==> config.mk <==
export PLATFORM = sky130hd
export DESIGN_NAME = encoder8to3_seq
export DESIGN_NICKNAME = d
export VERILOG_FILES = /design/src/rtl/encoder8to3_seq.sv
export SDC_FILE = /design/constraint.sdc
export NUM_CORES = 1
export LEC_CHECK = 0
export ABC_AREA = 1
export BUFFER_PORTS_ARGS = -buffer_cell sky130_fd_sc_hd__buf_2
export CAP_MARGIN = 30
export CORE_ASPECT_RATIO = 0.75
export CORE_MARGIN = 2
export CORE_UTILIZATION = 50
export CTS_CLUSTER_SIZE = 24
export DETAILED_ROUTE_END_ITERATION = 10
export GPL_ROUTABILITY_DRIVEN = 0
export PLACE_DENSITY_LB_ADDON = 0.12
export SLEW_MARGIN = 20
export SYNTH_ARGS = -nofsm -noshare
export SYNTH_HDL_FRONTEND = slang
export SYNTH_SLANG_ARGS = --single-unit
==> constraint.sdc <==
create_clock -name clk -period 8 [get_ports clk]
set_input_delay 0.4 -clock clk [delete_from_list [all_inputs] [get_ports clk]]
set_output_delay 0.4 -clock clk [all_outputs]
set_load 0.01 [all_outputs]
==> src/rtl/encoder8to3_seq.sv <==
// Sequential 8-to-3 encoder: latches request pulses into a pending vector and
// serves one binary index per accept on a valid/ready port, fixed or rotating priority.
module encoder8to3_seq #(
  parameter bit ROUND_ROBIN = 1'b0
) (
  input  logic       clk,
  input  logic       rst_n,
  input  logic       ena,
  input  logic [7:0] req,
  input  logic       ready,
  output logic [2:0] y,
  output logic       valid,
  output logic [3:0] npend,
  output logic       dup
);

  typedef enum logic {IDLE, PRESENT} state_t;

  state_t     state, state_next;
  logic [7:0] pending, pending_next, clr, cand;
  logic [2:0] rr_ptr, rr_ptr_next, ptr_eff, sel, y_next;
  logic       accept, has_cand, valid_next, dup_next;
  logic [3:0] npend_next;

  function automatic logic [3:0] popcount8(input logic [7:0] v);
    logic [3:0] cnt;
    cnt = 4'd0;
    for (int i = 0; i < 8; i++) cnt = cnt + 4'(v[i]);
    return cnt;
  endfunction

  // Accepting the presented index retires its pending bit this edge
  always_comb begin
    accept = valid & ready;
    clr = accept ? (8'b0000_0001 << y) : 8'b0;
    cand = pending & ~clr;
    has_cand = |cand;
    ptr_eff = accept ? 3'(y + 3'd1) : rr_ptr;
    pending_next = cand | (ena ? req : 8'b0);
    dup_next = ena & (|(req & pending & ~clr));
    npend_next = popcount8(pending_next);
  end

  // Candidate choice looks only at registered pending, never at this edge's req
  always_comb begin
    logic       found;
    logic [2:0] idx;
    sel = 3'd0;
    found = 1'b0;
    idx = 3'd0;
    if (ROUND_ROBIN) begin
      for (int k = 0; k < 8; k++) begin
        idx = ptr_eff + 3'(k);
        if (!found && cand[idx]) begin
          sel = idx;
          found = 1'b1;
        end
      end
    end else begin
      for (int i = 0; i < 8; i++) begin
        if (cand[i]) sel = 3'(i);
      end
    end
  end

  always_comb begin
    state_next = state;
    y_next = y;
    valid_next = valid;
    rr_ptr_next = rr_ptr;
    case (state)
      IDLE: begin
        valid_next = 1'b0;
        if (has_cand) begin
          y_next = sel;
          valid_next = 1'b1;
          state_next = PRESENT;
        end
      end
      PRESENT: begin
        if (ready) begin
          rr_ptr_next = 3'(y + 3'd1);
          if (has_cand) begin
            y_next = sel;
          end else begin
            valid_next = 1'b0;
            state_next = IDLE;
          end
        end
      end
      default: begin
        state_next = IDLE;
        valid_next = 1'b0;
      end
    endcase
  end

  always_ff @(posedge clk or negedge rst_n) begin
    if (!rst_n) begin
      state <= IDLE;
      pending <= 8'b0;
      y <= 3'd0;
      valid <= 1'b0;
      npend <= 4'd0;
      dup <= 1'b0;
      rr_ptr <= 3'd0;
    end else begin
      state <= state_next;
      pending <= pending_next;
      y <= y_next;
      valid <= valid_next;
      npend <= npend_next;
      dup <= dup_next;
      rr_ptr <= rr_ptr_next;
    end
  end

endmodule
==> out/qor.yml, run 1 <==
grt_pass1_vias: 772
cts_buffer_depth: 2
start_util_pct: 52.4
p_per_area_nw_per_um2: 125
drtIter0Drc: 24
antenna_cells: 0
timing.final.hold_violations: 0
cts_hold_buffers: 0
drc: 0
grt.busiest_layer: "met2"
dpl.hpwl_mm: 1.57
cts_root_buf: "clkbuf_4"
p_total_uw: 149
setup_viol: 0
finalClockSkew_ns: 0.00673
ant_nets: 0
critPathMaxFanout: 4
post-route-period-util_pct: 43.0
worstPathRequired_ns: 8.18
cap_violations: 0
syn_area_sq_um: 1040
worstSetupStartpointType: "flip-flop"
fin_setup_tns_ns: 0
cp_data_arrival_time_ns: 3.63
maxSlewViolCount: 0
layout-drive-gt1-share_pct: 26.8
clk_pin_slew_worst_paths_ns: 0.10
crit_path_end_kind: "flip-flop"
clock_sinks: 18
grt_pass1_wl_mm: 3.33
die_w_um: 56.6
grtUsageMet3_pct: 6.27
ys_ff_latch: 18
synth.yosys.seq_area_share_pct: 43.4
cts_setup_buffers: 0
routed_wl_mm: 1.94
ir_drop_mv: 0.0893
p_leak_uw: 0.000638
tightestPinTransition_ns: 0.412
die_y_um: 43.4
post_cts_resized: 0
syn_inst: 126
dr_total_vias: 833
syn_area_per_cell_sq_um: 8.23
fin_nets: 170
synth_edf_count: 0
final_common_cell: "nand2_1"
coreArea_sq_um: 1980
grtUsageTotal_pct: 18.2
clkLatencyLatePin_ns: 0.30
via_per_inst: 4.82
ys.flop_type: "dfrtp_1"
hp-class: "in -> async"
area_delta_synth_final_pct: 14.7
max_slew_margin_pct: 72.5
io_buffers: 20
grt_max_degree: 19
status: "complete, no violations"
fin_crit_ns: 3.44
fp-row-count: 14
clock.fmax_mhz: 290
ys_warn_count: 0
dr.pass1.iters: 4
critPathKind: "reg -> reg"
worstPathCellList: "nand2_1 -> nor2_2 -> nand2_1 -> nand2_1 -> inv_2 -> a21oi_1 -> fa_1 -> fa_1 -> fa_1 -> inv_1 -> ha_1 -> inv_1 -> fa_1 -> xnor2_1"
grt_util_met1_pct: 24.6
gr-total-overflow: 0
yosysUniqueCellTypes: 20
synthesis.nets: 145
rsz0062_at_grt: "no"
tritoncts: "yes"
htree_num_levels: 1
cp_slowest_cell: "fa_1"
async_flop_share_pct: 100
crit_top_cell: "fa_1"
die_area_sq_um: 2460
numCtsBuffers: 3
fillers: 191
antenna_found_initial: 0
ios: 21
layout.cells.most_common_list: "nand2_1, inv_1, buf_2"
wl_per_cell_um: 11.2
grt_use_met2_pct: 28.6
crit_path_max_incr_delay_ns: 0.49
[final timing paths]
kind	startpoint	end	slack, ns	depth (start not counted)
setup reg to reg	valid$_DFFE_PN0P_	npend[2]$_DFF_PN0_	4.56	14
hold / removal	rst_n	y[2]$_DFFE_PN0P_	0.02	1
setup / recovery	valid$_DFFE_PN0P_	npend[2]$_DFF_PN0_	4.56	14
min in group clk	req[3]	pending[3]$_DFF_PN0_	0.36	3
hold reg to reg	valid$_DFFE_PN0P_	valid$_DFFE_PN0P_	0.56	2
max in group asynchronous	rst_n	pending[1]$_DFF_PN0_	7.69	1
[Yosys cell counts (2+ instances only)]
cell | count | area, sq um
a21oi_1 | 7 | 35.0
nand2_2 | 6 | 37.5
inv_2 | 2 | 7.51
fa_1 | 4 | 80.1
inv_1 | 30 | 113
nor2_2 | 2 | 12.5
nand2_1 | 31 | 116
nand3_1 | 3 | 15.0
o21ai_1 | 3 | 15.0
ha_1 | 3 | 37.5
o21ai_2 | 3 | 26.3
nor2_1 | 4 | 15.0
dfrtp_1 | 18 | 450
o21ai_0 | 4 | 20.0
[critical path: cells and delay by family (launching register included)]
family | cells | cell delay [ns]
fa+ha+maj | 5 | 1.96
flops | 1 | 0.41
simple gates | 4 | 0.41
compound gates | 1 | 0.24
buf+inv | 3 | 0.17
xor+xnor | 1 | 0.14
[stage by stage]
stage / std cells / setup slack, ns / hold WS (ns) / util (%) / cell area (sq um)
3_3_place_gp: 170 / 4.49 / 0.352 / 59.0 / 1170
5_1_grt: 173 / 4.28 / 0.0481 / 60.1 / 1190
2_1_floorplan: 126 / 4.75 / 0.104 / - / 1040
6_report: 173 / 4.56 / 0.0182 / 60.1 / 1190
4_1_cts: 173 / 4.53 / 0.0195 / 60.1 / 1190
3_5_place_dp: 170 / 4.46 / 0.359 / 59.0 / 1170
[power breakdown]
part / switching [uW] / internal [uW] / total [uW] / leakage (uW)
registers: 0.953 / 91.9 / 92.8 / 0.000185
clock network: 27.3 / 17.5 / 44.8 / 0.0000138
logic: 7.36 / 4.32 / 11.7 / 0.000438
total: 35.6 / 114 / 149 / 0.000638
[sequential cells by signal (all words and copies together) (netlist names)]
signal / count
state: 1
dup: 1
npend: 4
pending: 8
valid: 1
y: 3
[final cells by class]
class                   instances  area [sq um]  share of cell area (%)
flip-flops and latches         18           450                    37.9
repair buffers                 20           100                    8.41
clock buffers                   3          22.5                    1.89
well taps                      24          30.0                    2.52
multi-input cells              76           467                    39.2
inverters                      32           120                    10.1
[layer usage]
metal / share of wire (%) / up-vias
met3: 6.3 / 0
met1: 48 / 386
met2: 45 / 24
li1: - / 423
met4: 0 / 0
met5: 0 / -
[cells by family after synthesis]
logic type / after synthesis / synth area share, %
AND/OR/NAND/NOR: 48 / 21.0
AO/OA/AOI/OAI: 20 / 11.8
XOR/XNOR: 1 / 0.845
flip-flops: 18 / 43.4
buffers and inverters: 32 / 11.6
adder cells (fa/ha/maj): 7 / 11.3
No activity file was read; power rests on OpenSTA's default activity.
==> run 2: changes to the inputs <==
--- a/config.mk
+++ b/config.mk
@@ -5,12 +5,12 @@
 export SDC_FILE = /design/constraint.sdc
 export NUM_CORES = 1
 export LEC_CHECK = 0
-export ABC_AREA = 1
+export ABC_AREA = 0
 export BUFFER_PORTS_ARGS = -buffer_cell sky130_fd_sc_hd__buf_2
 export CAP_MARGIN = 30
 export CORE_ASPECT_RATIO = 0.75
 export CORE_MARGIN = 2
-export CORE_UTILIZATION = 50
+export CORE_UTILIZATION = 47
 export CTS_CLUSTER_SIZE = 24
 export DETAILED_ROUTE_END_ITERATION = 10
 export GPL_ROUTABILITY_DRIVEN = 0
==> constraint.sdc (replaced) <==
create_clock -name clk -period 3 [get_ports clk]
set_input_delay 0.15 -clock clk [delete_from_list [all_inputs] [get_ports clk]]
set_output_delay 0.15 -clock clk [all_outputs]
set_load 0.01 [all_outputs]
==> run 2 against run 1 <==
- design area rose by 16%
- non-clock buffer count rose by 23
- power rose to 8.9 times the previous value
- critical path type unchanged
- largest power group is now combinational logic
- wire length rose by 21%
- the flow now finishes with violations (negative setup slack)
- largest cell class unchanged
==> out/qor.yml, run 2 <==
status: "finished, violations left"
violations: "negative setup slack"
yosysMostFrequentCell: "dfrtp_1"
synth.area.top_cells: "dfrtp_1, fa_1, inv_1, o21a_1, ha_1"
tightestPinTransition_ns: 0.414
critPathMaxFanout: 3
synth_mux_area_share_pct: 2.13
yosysUniqueCellTypes: 28
layout.cells.most_common_list: "buf_2, buf_4, dfrtp_1"
synthAdderAreaFrac_pct: 11.8
numCtsBuffers: 3
finalClockSkew_ns: 0.00190
ir_drop_mv: 0.891
dpl.hpwl_mm: 1.89
dr_wl_met3_um: 88
timing.final.ws_setup_ns: -0.373
crit_path_end_kind: "flip-flop"
syn_inst: 97
cp_data_arrival_time_ns: 3.58
synth_compound_area_share_pct: 20.9
layout-drive-gt1-share_pct: 43.4
grt_max_degree: 19
syn_area_per_cell_sq_um: 10.3
ant_nets: 0
top_regs: "pending (8), npend (4), y (3)"
top_register: "pending"
wl_met1_mm: 1.14
clock.fmax_mhz: 297
p_per_area_nw_per_um2: 959
cts_buffer_depth: 2
grtUsageTotal_pct: 21.9
clock_sinks: 18
cts_root_buf: "clkbuf_4"
hp-class: "in -> reg"
highest_layer: "met4"
tritoncts: "yes"
die_y_um: 44.0
fin_crit_ns: 3.37
reg2regPathDepth: 12
synthesis.nets: 116
coreArea_sq_um: 2010
synth_edf_count: 0
clk_pin_slew_worst_paths_ns: 0.10
via_per_inst: 5.13
antenna_found_initial: 0
worstPathRequired_ns: 3.20
io_buffers: 20
place_area_sq_um: 1250
fp-row-count: 14
yosys.area_share.xor_xnor_pct: 0.875
grt_pass1_wl_mm: 4.06
fin_nets: 163
ys_warn_count: 0
synth_top_cell_area_share_pct: 45.0
antenna_cells: 0
setup_viol: 3
area_delta_synth_final_pct: 37.7
clkLatencyLatePin_ns: 0.30
synth.yosys.seq_area_share_pct: 45.0
ios: 21
pre_cts_ws_ns: -0.434
max_slew_margin_pct: 72.4
cap_violations: 0
dr_total_vias: 856
maxSlewViolCount: 0
drc: 0
synth_largest_area_cell: "dfrtp_1"
synth_commonest_cells: "dfrtp_1, inv_1, nand2_1"
gr-total-overflow: 0
syn_area_sq_um: 1000
timing.final.hold_violations: 0
die_w_um: 57.3
worstSetupStartpointType: "flip-flop"
wl_per_cell_um: 14.1
routed_wl_mm: 2.35
synth_top_family_by_area: "compound AO/OA/AOI/OAI gates"
start_util_pct: 49.7
p_leak_uw: 0.000655
synth-simple-area-share_pct: 13.0
rsz0062_at_grt: "yes"
holdPathStages: 2
ys_ff_latch: 18
htree_num_levels: 1
met2WireLength_mm: 1.10
largest_register_ffs: 8
ys.flop_type: "dfrtp_1"
async_flop_share_pct: 100
drtIter0Drc: 20
finalInstanceArea_sq_um: 1380
grt_pass1_vias: 935
dr.pass1.iters: 4
post-route-period-util_pct: 112
critPathKind: "reg -> reg"
die_area_sq_um: 2520
-- run 2: changes by cell type in the layout (fill, tap and decap cells not counted), sizes merged, moves of 3 or more --
cell,change
nand2,-27
buf,+22
inv,-16
o21a,+7
nor2,-6
o21ai,-5
a21o,+4
a22oi,+4
nand3,-3
-- run 2: area by class of cell --
type,count,area [sq um]
clock buffer,4,36.3
fill,172,636
inverter,16,60.1
multi-input combinational,62,518
sequential,18,452
tap,24,30.0
timing repair buffer,43,283
-- run 2: worst paths after layout --
path,startpoint,endpoint,slack [ns]
setup / recovery,y[1]$_DFFE_PN0P_,npend[1]$_DFF_PN0_,-0.37
hold / removal,req[4],pending[4]$_DFF_PN0_,0.1
setup reg to reg,y[1]$_DFFE_PN0P_,npend[1]$_DFF_PN0_,-0.37
hold reg to reg,state$_DFF_PN0_,valid$_DFFE_PN0P_,0.53
max in group asynchronous,rst_n,valid$_DFFE_PN0P_,2.39
min in group asynchronous,rst_n,state$_DFF_PN0_,0.30
-- run 2: per-stage QoR --
stage | hold WS, ns | total power (uW) | std cells | util [%] | setup TNS (ns)
final | 0.0991 | 1320 | 167 | 68.4 | -0.923
after global routing | 0.0765 | 1450 | 167 | 68.4 | -1.23
after CTS | 0.0882 | 1360 | 167 | 68.2 | -1.02
after detailed placement | 0.102 | 996 | 157 | 62.3 | -0.969
after global placement | 0.102 | 948 | 157 | 62.3 | -0.662
after floorplan | -0.146 | 729 | 97 | - | -0.576
-- run 2: metal layers --
metal  vias to the layer above  global-route usage, %
met3                         5                   5.97
met4                         0                   6.98
met2                        21                   36.6
met1                       406                   28.1
met5                         -                      0
li1                        424                      -
-- run 2: cell families after synthesis --
family	after synthesis
flip-flops	18
multiplexers	2
adder cells (fa/ha/maj)	7
AO/OA/AOI/OAI	31
buffers and inverters	17
XOR/XNOR	1
AND/OR/NAND/NOR	21
-- run 2: what timing repair did --
action	4_1_cts	5_1_grt
pin swaps	1	1
hold buffers	1	0
resized for setup	13	4
buffers inserted	5	2
setup endpoints to repair	4	4
hold endpoints to repair	18	0
-- run 2: worst max-delay path: stages, from the launching register on --
cell and delay (ns):
dfrtp_1 0.40, nand3b_4 0.18, o31a_1 0.27, a21o_1 0.19, inv_2 0.06, fa_1 0.40
fa_1 0.54, fa_2 0.44, inv_2 0.08, ha_4 0.13, inv_2 0.04, fa_2 0.52
inv_1 0.04
-- run 2: report_power, final --
group / internal, uW / switching [uW] / total (uW)
Sequential: 319 / 31.7 / 351
Clock: 74.1 / 77.5 / 152
Combinational: 426 / 393 / 819
